==> src/rtl/reversi_pkg.sv <==
// Shared Reversi definitions: cell encoding, board geometry, walk
// directions with their row/column deltas, and the stage FSM states.
package reversi_pkg;

  localparam int CELL_W    = 3;
  localparam int BOARD_DIM = 8;
  localparam int NUM_CELLS = BOARD_DIM * BOARD_DIM;
  localparam int BOARD_W   = NUM_CELLS * CELL_W;

  localparam logic [CELL_W-1:0] CELL_EMPTY = 3'b000;
  localparam logic [CELL_W-1:0] CELL_WHITE = 3'b110;
  localparam logic [CELL_W-1:0] CELL_BLACK = 3'b111;

  // Walk order; also the bit order of the per-direction flip mask.
  typedef enum logic [2:0] {
    DIR_N, DIR_NE, DIR_E, DIR_SE, DIR_S, DIR_SW, DIR_W, DIR_NW
  } dir_e;

  localparam logic signed [3:0] DIR_DROW [8] = '{
    -4'sd1, -4'sd1, 4'sd0, 4'sd1, 4'sd1, 4'sd1, 4'sd0, -4'sd1
  };
  localparam logic signed [3:0] DIR_DCOL [8] = '{
    4'sd0, 4'sd1, 4'sd1, 4'sd1, 4'sd0, -4'sd1, -4'sd1, -4'sd1
  };

  typedef enum logic [2:0] {
    ST_IDLE, ST_LOAD, ST_WALK, ST_COMMIT, ST_DONE
  } state_e;

  // Linear cell index: row-major, cell 0 is the top-left corner.
  function automatic logic [5:0] cell_idx(input logic [2:0] r, input logic [2:0] c);
    return {r, c};
  endfunction

endpackage

==> src/rtl/flip_dir_step.sv <==
// One step of a board walk: moves (row, col) by the delta of dir.
// 4-bit signed arithmetic makes both 0-1 (=-1) and 7+1 (=8) show up as a
// set bit 3, so the step never silently wraps to the opposite edge.
module flip_dir_step
  import reversi_pkg::*;
(
  input  logic [2:0] row,
  input  logic [2:0] col,
  input  dir_e       dir,
  output logic [2:0] next_row,
  output logic [2:0] next_col,
  output logic       in_range
);

  logic signed [3:0] row_s;
  logic signed [3:0] col_s;

  assign row_s    = $signed({1'b0, row}) + DIR_DROW[dir];
  assign col_s    = $signed({1'b0, col}) + DIR_DCOL[dir];
  assign next_row = row_s[2:0];
  assign next_col = col_s[2:0];
  assign in_range = ~row_s[3] & ~col_s[3];

endmodule

==> src/rtl/flip_engine.sv <==
// Reversi flip engine: walks the 8 directions from the placed disc one cell
// per clock, collects bracketed opponent runs and rewrites them to own colour.
// Optional macro FLIP_DIR_MASK_EN adds the dir_mask output (one bit per
// direction that flipped at least one disc).
module flip_engine
  import reversi_pkg::*;
(
  input  logic               clk,
  input  logic               resetn,
  input  logic               start,
  input  logic [BOARD_W-1:0] board_in,
  input  logic [2:0]         row,
  input  logic [2:0]         col,
  input  logic               player_black,
  output logic               busy,
  output logic               done,
  output logic [BOARD_W-1:0] board_out,
  output logic [5:0]         flip_count,
  output logic               move_valid
`ifdef FLIP_DIR_MASK_EN
  ,
  output logic [7:0]         dir_mask
`endif
);

  state_e             state_reg, state_next;
  logic [BOARD_W-1:0] work_board_reg;
  logic               own_black_reg;
  logic [2:0]         home_row_reg, home_col_reg;
  logic [2:0]         ptr_row_reg, ptr_col_reg;
  dir_e               dir_reg;
  logic [NUM_CELLS-1:0] pend_mask_reg;
  logic [2:0]         run_len_reg;
  logic               flip_hit_reg;
  logic [5:0]         acc_count_reg;

  logic [CELL_W-1:0]  own_cell, opp_cell;
  logic [CELL_W-1:0]  work_cells [NUM_CELLS];
  logic [BOARD_W-1:0] commit_board;
  logic [5:0]         commit_count;
  logic [2:0]         step_row, step_col;
  logic               step_in_range;
  logic [5:0]         step_idx;
  logic               step_is_opp, step_is_own;

  assign own_cell = own_black_reg ? CELL_BLACK : CELL_WHITE;
  assign opp_cell = own_black_reg ? CELL_WHITE : CELL_BLACK;

  flip_dir_step u_step (
    .row      (ptr_row_reg),
    .col      (ptr_col_reg),
    .dir      (dir_reg),
    .next_row (step_row),
    .next_col (step_col),
    .in_range (step_in_range)
  );

  assign step_idx    = cell_idx(step_row, step_col);
  assign step_is_opp = step_in_range && (work_cells[step_idx] == opp_cell);
  assign step_is_own = step_in_range && (work_cells[step_idx] == own_cell);

  // Per-cell view of the working board and the committed (flipped) board.
  genvar gi;
  generate
    for (gi = 0; gi < NUM_CELLS; gi++) begin : g_cell
      assign work_cells[gi] = work_board_reg[gi*CELL_W +: CELL_W];
      assign commit_board[gi*CELL_W +: CELL_W] =
        (flip_hit_reg && pend_mask_reg[gi]) ? own_cell : work_cells[gi];
    end
  endgenerate

  assign commit_count = acc_count_reg + (flip_hit_reg ? {3'b000, run_len_reg} : 6'd0);

  // FSM state register.
  always_ff @(posedge clk or negedge resetn) begin
    if (!resetn) state_reg <= ST_IDLE;
    else         state_reg <= state_next;
  end

  // Next-state decode and status outputs.
  always_comb begin
    state_next = state_reg;
    busy       = 1'b1;
    done       = 1'b0;
    case (state_reg)
      ST_IDLE: begin
        busy = 1'b0;
        if (start) state_next = ST_LOAD;
      end
      ST_LOAD:   state_next = ST_WALK;
      ST_WALK:   if (!step_is_opp) state_next = ST_COMMIT;
      ST_COMMIT: state_next = (dir_reg == DIR_NW) ? ST_DONE : ST_WALK;
      ST_DONE: begin
        done       = 1'b1;
        state_next = ST_IDLE;
      end
      default:   state_next = ST_IDLE;
    endcase
  end

  // Walk datapath: latch request, step pointer, gather runs, commit flips.
  always_ff @(posedge clk or negedge resetn) begin
    if (!resetn) begin
      work_board_reg <= '0;
      own_black_reg  <= 1'b0;
      home_row_reg   <= '0;
      home_col_reg   <= '0;
      ptr_row_reg    <= '0;
      ptr_col_reg    <= '0;
      dir_reg        <= DIR_N;
      pend_mask_reg  <= '0;
      run_len_reg    <= '0;
      flip_hit_reg   <= 1'b0;
      acc_count_reg  <= '0;
      board_out      <= '0;
      flip_count     <= '0;
      move_valid     <= 1'b0;
    end else begin
      case (state_reg)
        ST_IDLE: begin
          if (start) begin
            work_board_reg <= board_in;
            own_black_reg  <= player_black;
            home_row_reg   <= row;
            home_col_reg   <= col;
            pend_mask_reg  <= '0;
            run_len_reg    <= '0;
            flip_hit_reg   <= 1'b0;
            acc_count_reg  <= '0;
          end
        end
        ST_LOAD: begin
          dir_reg     <= DIR_N;
          ptr_row_reg <= home_row_reg;
          ptr_col_reg <= home_col_reg;
        end
        ST_WALK: begin
          ptr_row_reg <= step_row;
          ptr_col_reg <= step_col;
          if (step_is_opp) begin
            pend_mask_reg[step_idx] <= 1'b1;
            run_len_reg             <= run_len_reg + 3'd1;
          end else begin
            flip_hit_reg <= step_is_own && (run_len_reg != 3'd0);
          end
        end
        ST_COMMIT: begin
          work_board_reg <= commit_board;
          acc_count_reg  <= commit_count;
          pend_mask_reg  <= '0;
          run_len_reg    <= '0;
          flip_hit_reg   <= 1'b0;
          ptr_row_reg    <= home_row_reg;
          ptr_col_reg    <= home_col_reg;
          if (dir_reg != DIR_NW) begin
            dir_reg <= dir_e'(dir_reg + 3'd1);
          end else begin
            // Results become visible together with the done pulse.
            board_out  <= commit_board;
            flip_count <= commit_count;
            move_valid <= (commit_count != 6'd0);
          end
        end
        default: ;
      endcase
    end
  end

`ifdef FLIP_DIR_MASK_EN
  logic [7:0] dir_acc_reg;
  logic [7:0] dir_bit;

  assign dir_bit = flip_hit_reg ? (8'd1 << dir_reg) : 8'd0;

  // Accumulate which directions flipped; publish alongside the other results.
  always_ff @(posedge clk or negedge resetn) begin
    if (!resetn) begin
      dir_acc_reg <= '0;
      dir_mask    <= '0;
    end else if (state_reg == ST_IDLE && start) begin
      dir_acc_reg <= '0;
    end else if (state_reg == ST_COMMIT) begin
      dir_acc_reg <= dir_acc_reg | dir_bit;
      if (dir_reg == DIR_NW) dir_mask <= dir_acc_reg | dir_bit;
    end
  end
`endif

endmodule
==> config.mk <==
export PLATFORM = sky130hd
export DESIGN_NAME = flip_engine
export DESIGN_NICKNAME = d
export VERILOG_FILES = /design/src/rtl/reversi_pkg.sv /design/src/rtl/flip_dir_step.sv /design/src/rtl/flip_engine.sv
export SDC_FILE = /design/constraint.sdc
export NUM_CORES = 1
export LEC_CHECK = 0
export ABC_AREA = 1
export CORE_UTILIZATION = 54
export CTS_CLUSTER_SIZE = 16
export DETAILED_ROUTE_END_ITERATION = 10
export MAX_ROUTING_LAYER = met4
export PLACE_DENSITY = 0.81
export SLEW_MARGIN = 15
export SYNTH_ARGS = -nofsm -noshare
export SYNTH_HDL_FRONTEND = slang
export SYNTH_SLANG_ARGS = --single-unit
==> constraint.sdc <==
create_clock -name clk -period 3.2 [get_ports clk]
set_input_delay 0.64 -clock clk [delete_from_list [all_inputs] [get_ports clk]]
set_output_delay 0.64 -clock clk [all_outputs]
set_load 0.03 [all_outputs]
---- Yosys cells after proc, flatten, opt, wreduce, memory -nomap -nowiden ----
Memory sizes are Yosys's and may differ from the RTL's.
Index checks and enable logic that the tools add are counted.
storage, ports and cells
  register bits ........................... 484
  ROM bits ................................ 64
  input bits .............................. 202
  logic and storage cells ................. 227
  memories ................................ 2
memories
  memory            depth  bits a word  read ports  clocked after Yosys merged registers in  write ports  RTL line             source
  (name not given)  8      4            1           0                                        0            flip_dir_step.sv:19  assign col_s = $signed({1'b0, col}) + DIR_DCOL[dir];
  (name not given)  8      4            1           0                                        0            flip_dir_step.sv:18  assign row_s = $signed({1'b0, row}) + DIR_DROW[dir];
cells by class
  add/sub/neg operators ................... 5
  magnitude comparators ................... 4
  eq/ne operators ......................... 12
  muxes and demuxes ....................... 99
  bitwise operators ....................... 7
  reductions and logical operators ........ 83
operators by type and width
  cell                                                         count
  case mux 192 bit (2 select lines)                            1
  2-to-1 mux 3 bit                                             73
  2-to-1 mux 192 bit                                           1
  case mux 64 bit (3 select lines)                             1
  2-to-1 mux 64 bit                                            2
  logical AND 1 bit                                            68
  bitwise OR 64 bit                                            1
  binary-select mux 3 bit (select 6 bit)                       1
  case mux 3 bit (2 select lines)                              3
  2-to-1 mux 4 bit                                             4
  case mux 3 bit (4 select lines)                              1
  case mux 6 bit (2 select lines)                              1
  AND reduction 2 bit                                          5
  case mux 3 bit (3 select lines)                              1
  adder 4 bit                                                  2
  != test 2 bit (second input constant)                        4
  greater-or-equal comparator 7 bit (second input constant)    1
  less-than comparator 6 x 7 -> 1 bit (second input constant)  1
  2-to-1 mux 1 bit                                             7
  inverter 6 -> 7 bit                                          1
  adder 3 x 1 -> 3 bit (second input constant)                 2
  adder 6 x 3 -> 6 bit                                         1
  demux 1 bit (select 6 bit)                                   1
  equality test 3 x 2 -> 1 bit (second input constant)         2
  other kinds (17)                                             25

---- Logic depth before layout (Yosys ltp) ----
Gate-level depths: netlist of run 1.
  depth in word-level cells ............... 14
  depth in mapped cells ................... 27
  mapped depth without buffers ............ 25

---- Modules after synthesis ----
Synthesis of run 1 repeated with hierarchy kept, for this count alone.
unflattened totals
  cell total of the unflattened synthesis .. 3013
  area total of the unflattened synthesis .. 23934.2 um2
by module, submodules not included
  module         times used  cells an instance  area each (um2)
  flip_engine    1           2970               23672.7
  flip_dir_step  1           43                 261.5

---- Worst setup path after synthesis of run 1 ----
No wires, ideal clock.
  path kind ............................... reg-to-reg
  start point ............................. register dir_reg[0]
  end point ............................... register pend_mask_reg[33]
  library setup time ...................... 0.117 ns
  arrival ................................. 2.838 ns
  required time ........................... 3.083 ns
  setup slack ............................. 0.245 ns
  stages on the path, launching flop included .. 28
  path buffers ............................ 3
  period minus slack after synthesis ...... 2.955 ns
  cells stage by stage .................... dfrtp_1 inv_1 ha_1 inv_1 nand2_1 nand2_1 nand2_1 inv_1 ha_1 inv_2 clkbuf_1 o21ai_0 a21oi_1 nor2_1 nand2_1 nand2_1 nor2_1 nor2_1 nand2_1 nand2_1 nand2_2 nand2_1 nand2_2 nand2_2 buf_6 buf_6 nand2_1 nand2_1
between the ends
  longest elaborated chain between the ends .. 13
  elaborated cells on any way between the ends .. 28
  those cells by class .................... 2 x add/sub; 2 x order compare; 2 x eq/ne; 11 x mux; 6 x bitwise; 3 x reduce/logical; 2 x memory
ends and longest elaborated chain
  element                                              RTL line                                  source
  from (decl)                                          flip_engine.sv:31                         dir_e dir_reg;
  from (signal assigned)                               flip_engine.sv:156                        dir_reg <= dir_e'(dir_reg + 3'd1);
  inverter 3 -> 4 bit (not written as such) *          flip_dir_step.sv:18, flip_dir_step.sv:19
  memory (8 x 4 bit) (on tied branches)                -
  2-to-1 mux 4 bit (on tied branches) (2 in a row)     flip_dir_step.sv:19, flip_dir_step.sv:18
  adder 4 bit (on tied branches)                       flip_dir_step.sv:19, flip_dir_step.sv:18
  inverter 6 -> 7 bit (not written as such)            flip_engine.sv:59                         assign step_is_opp = step_in_range && (work_cells[step_idx] == opp_cell);
  binary-select mux 3 bit (select 6 bit)               flip_engine.sv:59
  2-to-1 mux 3 bit (not written as such) (2 in a row)  flip_engine.sv:59
  equality test 3 bit                                  flip_engine.sv:59
  logical AND 1 bit                                    flip_engine.sv:59
  != test 2 bit (no line)                              -
  AND reduction 3 bit (no line)                        -
  to (signal assigned)                                 flip_engine.sv:111                        pend_mask_reg <= '0;
  to (signal assigned)                                 flip_engine.sv:126                        pend_mask_reg <= '0;
  to (signal, indexed assignment)                      flip_engine.sv:141                        pend_mask_reg[step_idx] <= 1'b1;
  to (decl)                                            flip_engine.sv:32                         logic [NUM_CELLS-1:0] pend_mask_reg;
Mark *: on every way between the ends. The rest lies on a longest branch, timed or not. The select of a mux whose other input is x is not followed.
A chain may end at the register's enable or synchronous reset.

---- Worst setup path in the final report of run 1 ----
  start point ............................. register dir_reg[1]
  end point ............................... register pend_mask_reg[23]
Same word-level chain as after synthesis.

==> impl_metrics.env, run 1 <==
export IMPL_hpwl_um=53030
export IMPL_postPlaceCellArea_um2=28850
export IMPL_ant_nets=0
export IMPL_grt_overflow_total=0
export IMPL_layout_nets=3644
export IMPL_ys_ff_latch=484
export IMPL_rows=76
export IMPL_crit_path_end_kind="flip-flop"
export IMPL_yosys_warnings=0
export IMPL_portBuffers=402
export IMPL_synth_cell_types=30
export IMPL_fin_util_pct=73.95
export IMPL_n_antenna_cell=0
export IMPL_combPwrFrac_pct=60.5
export IMPL_ir_worst_vdd_v=0.001068
export IMPL_via_per_inst=5.990
export IMPL_grt_util_all_layers_pct=36.28
export IMPL_final_setup_tns_ns=-4.710
export IMPL_die_area_um2=45100
export IMPL_numCtsBuffers=50
export IMPL_hold_path_class="in2async"
export IMPL_ctsRootBufferMaster="clkbuf_16"
export IMPL_ys_flop_type="dfrtp_1"
export IMPL_drt_wirelength_per_cell_um=20.56
export IMPL_drt_pass1_iterations=6
export IMPL_switching_share_pct=47.50
export IMPL_yosysSeqAreaShare_pct=50.68
export IMPL_initial_core_util_pct=55.11
export IMPL_cts_hold_buffers=0
export IMPL_drt_iter0_drc=2542
export IMPL_p_int_mw=21.13
export IMPL_routed_wl_um=83200
export IMPL_design_area_um2=32070
export IMPL_grt_pass1_vias=23060
export IMPL_grt_max_degree=184
export IMPL_worst_pin_slew_ns=1.121
export IMPL_cts_sink_count=484
export IMPL_slew_headroom_pct=25.25
export IMPL_clockBufferDepth=3
export IMPL_slew_violations=0
export IMPL_synthesis_area_um2=23900
export IMPL_drive_gt1_share_pct=12.05
export IMPL_path_class="reg2reg"
export IMPL_drc=0
export IMPL_clk_pin_slew_ns=0.06
export IMPL_clock_fmax_mhz=302.2
export IMPL_violations="negative setup slack"
export IMPL_antenna_found_initial=0
export IMPL_status="finished with violations"
export IMPL_yosys_top_cells_area="dfrtp_1, nand2_1, o21ai_0"
export IMPL_fin_crit_sh_pct=103.4
export IMPL_cts_tree="done"
export IMPL_worstPathMaxFanout=21
export IMPL_synthArstFlopShare_pct=100.0
export IMPL_postSynthCellCount=3051
export IMPL_rsz0062_at_grt="yes"
export IMPL_synth_top_area_share_pct=50.68
export IMPL_num_io_pins=403
export IMPL_fin_ws_ns=-0.1093
export IMPL_clock_skew_ns=0.01233
export IMPL_clock_latency_ns=0.60
export IMPL_grt_pass1_wl_um=124600
export IMPL_htreeDepth=2
export IMPL_power_density_nw_per_um2=1255
export IMPL_start_kind="flip-flop"
export IMPL_syn_num_nets=3270
export IMPL_dieWidth_um=212.4
export IMPL_synth_edff_count=0
export IMPL_vias=24240
export IMPL_drv_cap=0
export IMPL_synth_area_per_cell_um2=7.832
export IMPL_pwr_share_clk_pct=15.4
export IMPL_period_needed_ns=3.309
export IMPL_place_gp_congestion=0.9446
export IMPL_power_leakage_nw=14.75
export IMPL_hold_violations=0
export IMPL_power_frac_seq_pct=24.1
export IMPL_die_h_um=212.4
export IMPL_cp_arrival_ns=3.83
export IMPL_setup_viol_count_final=68
export IMPL_worstPathRequired_ns=3.72
export IMPL_switchingPower_mw=19.11
export IMPL_core_area_um2=43360
export IMPL_yosysTopAreaCell="dfrtp_1"
export IMPL_area_growth_synth_to_final_pct=34.19
export IMPL_power_mw=40.24
==> layer usage <==
metal / vias to the layer above / wire (um) / global-route usage, % / share of wire [%]
met5: - / 0 / - / 0
met4: 0 / 2860 / 13.50 / 3.4
met3: 204 / 7565 / 5.288 / 9.1
met2: 1450 / 39110 / 56.06 / 47
met1: 11710 / 33660 / 48.73 / 40
li1: 10880 / - / - / -
==> power by group through the flow <==
stage | Clock, mW | Combinational (mW) | Sequential (mW)
finish | 6.19 | 24.3 | 9.71
global route | 6.49 | 25.8 | 9.88
CTS | 6.23 | 20.5 | 9.56
detailed placement | 0 | 19.3 | 9.62
global placement | 0 | 18.9 | 9.55
floorplan | 0 | 10.9 | 10.5
==> synth_stat cells, types with 15 or more instances <==
library cell,count
nand2_1,863
dfrtp_1,484
o21ai_0,401
nand3_1,298
inv_1,271
clkbuf_1,159
a21oi_1,151
nor2_1,125
o211ai_1,108
a31oi_1,34
o21ai_1,25
buf_2,19
a22oi_1,16
o221a_2,16
ha_1,15
==> placed cells by master, fill, tap and decap left out, types with 65 or more instances in the layout <==
cell	instances
nor2_1	101
inv_1	253
nand2_2	68
o211ai_1	108
clkdlybuf4s50_1	401
clkbuf_16	65
nand2_1	753
nand3_1	283
dfrtp_1	482
o21ai_0	399
a21oi_1	148
buf_4	70
==> metrics by stage <==
stage / instances / hold slack (ns) / worst slack (ns)
detailed placement: 3921 / 0.4730 / -0.1283
global placement: 3921 / 0.4600 / -0.03934
global route: 4047 / 0.08652 / -0.1603
finish: 4047 / 0.02251 / -0.1093
CTS: 4019 / 0.06782 / 0.004837
floorplan: 3051 / 0.3444 / 0.2451
==> layout make-up <==
cell class	count	area, um^2
clock buffers	75	1509
clock inverters	14	220.2
fillers	3147	11300
inverters	272	1047
multi-input cells	2085	10710
flip-flops and latches	484	12110
well taps	585	732.0
repair buffers	532	5736
==> logic make-up after synthesis <==
logic type	Yosys count	share of synthesized area [%]
compound gates	757	17.78
simple gates	1303	22.25
buf+inv	484	8.110
flops	484	50.68
xor+xnor	6	0.2199
fa+ha+maj	17	0.9529
==> worst max-delay path: stages, from the launching register on <==
cell and delay [ns]:
dfrtp_1 0.40, buf_6 0.14, ha_4 0.15, inv_2 0.06, ha_4 0.12, inv_2 0.04, fa_2 0.65, buf_6 0.13
nand2_4 0.06, nor2_4 0.14, nand4_1 0.18, nand2_1 0.13, nor2_2 0.06, nand2_1 0.08, nand2_2 0.06, nand2_2 0.12
nand2_4 0.07, nand2_8 0.11, buf_4 0.28, nand3_1 0.13, nand2_1 0.10
==> repair_timing <==
action                     CTS  global route
buffers inserted             7            14
pin swaps                    3            38
cloned                       4            15
setup endpoints to repair   67            69
gates resized for setup     35           219
==> worst paths after layout <==
check | start | to | slack [ns] | depth (start not counted)
setup / recovery | dir_reg[1] | pend_mask_reg[23] | -0.11 | 20
hold / removal | resetn | board_out[32] | 0.02 | 1
setup reg to reg | dir_reg[1] | pend_mask_reg[23] | -0.11 | 20
hold reg to reg | board_out[50] | board_out[50] | 0.48 | 2
max in group asynchronous | resetn | board_out[172] | 2.16 | 3
min in group clk | board_out[50] | board_out[50] | 0.48 | 2
Note: power is estimated with default switching activity, not from simulation.
==> run 2: changes to the inputs <==
--- a/config.mk
+++ b/config.mk
@@ -14,4 +14,5 @@
 export SLEW_MARGIN = 15
 export SYNTH_ARGS = -nofsm -noshare
 export SYNTH_HDL_FRONTEND = slang
+export SYNTH_HIERARCHICAL = 1
 export SYNTH_SLANG_ARGS = --single-unit
==> run 2 against run 1 <==
Effect of this change:
- the run still ends with negative setup slack left
- cell count down 0.91%
- clock skew is 0.016 ns higher
- sequential power down 2%
- critical path depth fell by 2
- area after synthesis up 0.16%
- global-route usage up 1.6 points
- register-to-register slack worse by 0.29 ns
- via count increased by 0.86%
- critical path type unchanged
- largest power group unchanged
- largest cell class unchanged
- combinational power barely moved
- fmax is 8.0% lower
==> impl_metrics.env, run 2 <==
export IMPL_rows=76
export IMPL_layout_nets=3605
export IMPL_holdWs_ns=0.1318
export IMPL_die_h_um=212.5
export IMPL_grt_pass1_wl_um=129700
export IMPL_synth_cell_types=32
export IMPL_worst_pin_slew_ns=0.8879
export IMPL_initial_core_util_pct=55.20
export IMPL_r2r_slack_ns=-0.40
export IMPL_setup_viol_count_final=69
export IMPL_ys_ff_latch=484
export IMPL_slew_violations=0
export IMPL_drive_gt1_share_pct=10.04
export IMPL_synthArstFlopShare_pct=100.0
export IMPL_multiInputGateArea_um2=10490
export IMPL_ir_worst_vdd_v=0.0009930
export IMPL_n_antenna_cell=0
export IMPL_grt_overflow_total=0
export IMPL_r2r_end="flip_hit_reg"
export IMPL_start_kind="flip-flop"
export IMPL_hpwl_um=54390
export IMPL_drt_pass1_iterations=8
export IMPL_ctsRootBufferMaster="clkbuf_16"
export IMPL_fill_cells=3219
export IMPL_clock_skew_ns=0.02784
export IMPL_status="finished with violations"
export IMPL_fin_crit_sh_pct=112.4
export IMPL_synth_top_area_share_pct=50.60
export IMPL_synth_area_per_cell_um2=7.944
export IMPL_yosysSeqAreaShare_pct=50.60
export IMPL_drc=0
export IMPL_worstRegToRegCells=18
export IMPL_crit_path_end_kind="flip-flop"
export IMPL_slew_headroom_pct=40.81
export IMPL_layout_common_cells="nand2_1, o21ai_0, dfrtp_1"
export IMPL_clk_pin_slew_ns=0.06
export IMPL_area_growth_synth_to_final_pct=31.80
export IMPL_violations="negative setup slack"
export IMPL_cts_hold_buffers=0
export IMPL_num_io_pins=403
export IMPL_yosysTopAreaCell="dfrtp_1"
export IMPL_cp_arrival_ns=4.08
export IMPL_grt_pass1_vias=23850
export IMPL_portBuffers=402
export IMPL_htreeDepth=2
export IMPL_syn_num_nets=3230
export IMPL_hold_path_class="in2async"
export IMPL_synthTopCellsByCount="nand2_1, o21ai_0, dfrtp_1"
export IMPL_synth_most_common_cell="nand2_1"
export IMPL_clock_latency_ns=0.60
export IMPL_drv_cap=0
export IMPL_power_density_nw_per_um2=1252
export IMPL_period_needed_ns=3.596
export IMPL_power_leakage_nw=14.66
export IMPL_cts_tree="done"
export IMPL_postSynthCellCount=3013
export IMPL_place_gp_congestion=0.8832
export IMPL_ant_nets=0
export IMPL_drt_iter0_drc=2720
export IMPL_synthesis_area_um2=23930
export IMPL_dieWidth_um=212.5
export IMPL_seq_area_um2=12110
export IMPL_vias=24450
export IMPL_core_area_um2=43360
export IMPL_antenna_found_initial=0
export IMPL_die_area_um2=45170
export IMPL_rr_startpoint="dir_reg[0]"
export IMPL_rsz0062_at_grt="yes"
export IMPL_drt_wirelength_per_cell_um=20.84
export IMPL_grt_util_all_layers_pct=37.92
export IMPL_clockBufferDepth=3
export IMPL_hold_violations=0
export IMPL_worstPathRequired_ns=3.68
export IMPL_worstPathMaxFanout=9
export IMPL_yosys_warnings=6
export IMPL_grt_max_degree=201
export IMPL_ys_flop_type="dfrtp_1"
export IMPL_synth_edff_count=0
export IMPL_yosys_top_cells_area="dfrtp_1, o21ai_0, nand2_1"
export IMPL_fin_ws_ns=-0.3957
export IMPL_final_common_cell="nand2_1"
export IMPL_clock_fmax_mhz=278.1
export IMPL_via_per_inst=6.097
export IMPL_numCtsBuffers=50
export IMPL_routed_wl_um=83560
export IMPL_path_class="reg2reg"
export IMPL_fin_util_pct=72.75
export IMPL_cts_sink_count=484
run 2: cell count changes in the layout (fill, tap and decap cells not counted), moves of 9 or more:
cell,previous run,this run
a21oi_1,148,124
nand2_1,753,625
nand2_4,46,17
inv_1,253,196
o21ai_0,399,597
clkbuf_16,65,55
o221a_2,16,2
buf_4,70,94
nand3_1,283,345
a22oi_1,16,7
nand2_2,68,36
o21ai_1,26,6
a31oi_1,34,15
o211ai_1,108,129
run 2: repair_timing:
action / in CTS / in global routing
buffers inserted: 22 / 11
cloned: 4 / 6
pin swaps: 21 / 18
gates resized for setup: 59 / 70
endpoints found under the setup margin: 69 / 69
run 2: layout make-up:
class / count / area share [%]
Sequential cell: 484 / 38.40
Multi-Input combinational cell: 2093 / 33.25
Timing Repair Buffer: 550 / 18.24
Clock buffer: 74 / 4.732
Inverter: 209 / 2.542
Tap cell: 585 / 2.320
Clock inverter: 15 / 0.5117
run 2: routing by layer:
metal / part of all wire [%] / track usage, % / up-vias
met1: 40 / 50.02 / 11730
met2: 46 / 57.36 / 1467
met4: 5.0 / 19.05 / 0
met5: 0 / - / -
li1: - / - / 10950
met3: 8.8 / 5.583 / 305
run 2: cells by family after synthesis:
| logic type | share of synthesized area, % |
|---|---|
| AO/OA/AOI/OAI | 20.12 |
| XOR/XNOR | 0.2196 |
| adder cells (fa/ha/maj) | 0.8782 |
| buffers and inverters | 7.324 |
| flip-flops | 50.60 |
| AND/OR/NAND/NOR | 20.86 |
run 2: worst max-delay path: stages, from the launching register on:
cell	delay (ns)
dfrtp_1	0.40
buf_4	0.17
or2_2	0.29
ha_1	0.21
fa_1	0.42
xor2_2	0.20
buf_4	0.17
nor3_2	0.36
buf_4	0.27
nand2_1	0.11
nand3_1	0.14
nor2_4	0.07
buf_4	0.13
buf_4	0.13
buf_4	0.14
nand3_1	0.06
nand2_1	0.06
nand2_1	0.09
nand2_1	0.06
run 2: stage by stage:
step | instance area, um^2 | instances | worst slack, ns | total power, mW | setup TNS (ns)
6_report | 31550 | 4010 | -0.3957 | 39.49 | -24.35
5_1_grt | 31550 | 4010 | -0.5462 | 41.43 | -35.65
4_1_cts | 31070 | 3993 | -0.2875 | 37.14 | -14.44
3_5_place_dp | 28940 | 3882 | -0.6747 | 29.31 | -43.73
3_3_place_gp | 28940 | 3882 | -0.5626 | 28.88 | -38.19
2_1_floorplan | 23940 | 3013 | 0.01072 | 21.01 | 0
run 2: where the power goes:
group | switching (mW) | leakage (nW) | total (mW) | internal (mW)
registers | 1.40 | 6.44 | 9.56 | 8.16
logic | 15.1 | 7.41 | 24.0 | 8.93
clock network | 2.47 | 0.812 | 5.92 | 3.46
total | 18.9 | 14.7 | 39.5 | 20.6
run 2: worst max path at each step:
stage | end | slack [ns] | depth (start not counted) | start
final | flip_hit_reg | -0.40 | 18 | dir_reg[0]
after global placement | pend_mask_reg[51] | -0.56 | 23 | dir_reg[1]
after detailed placement | pend_mask_reg[58] | -0.67 | 23 | dir_reg[1]
after global routing | pend_mask_reg[47] | -0.55 | 23 | dir_reg[0]
after CTS | pend_mask_reg[20] | -0.29 | 24 | dir_reg[1]
after floorplan | pend_mask_reg[14] | 0.01 | 19 | dir_reg[1]
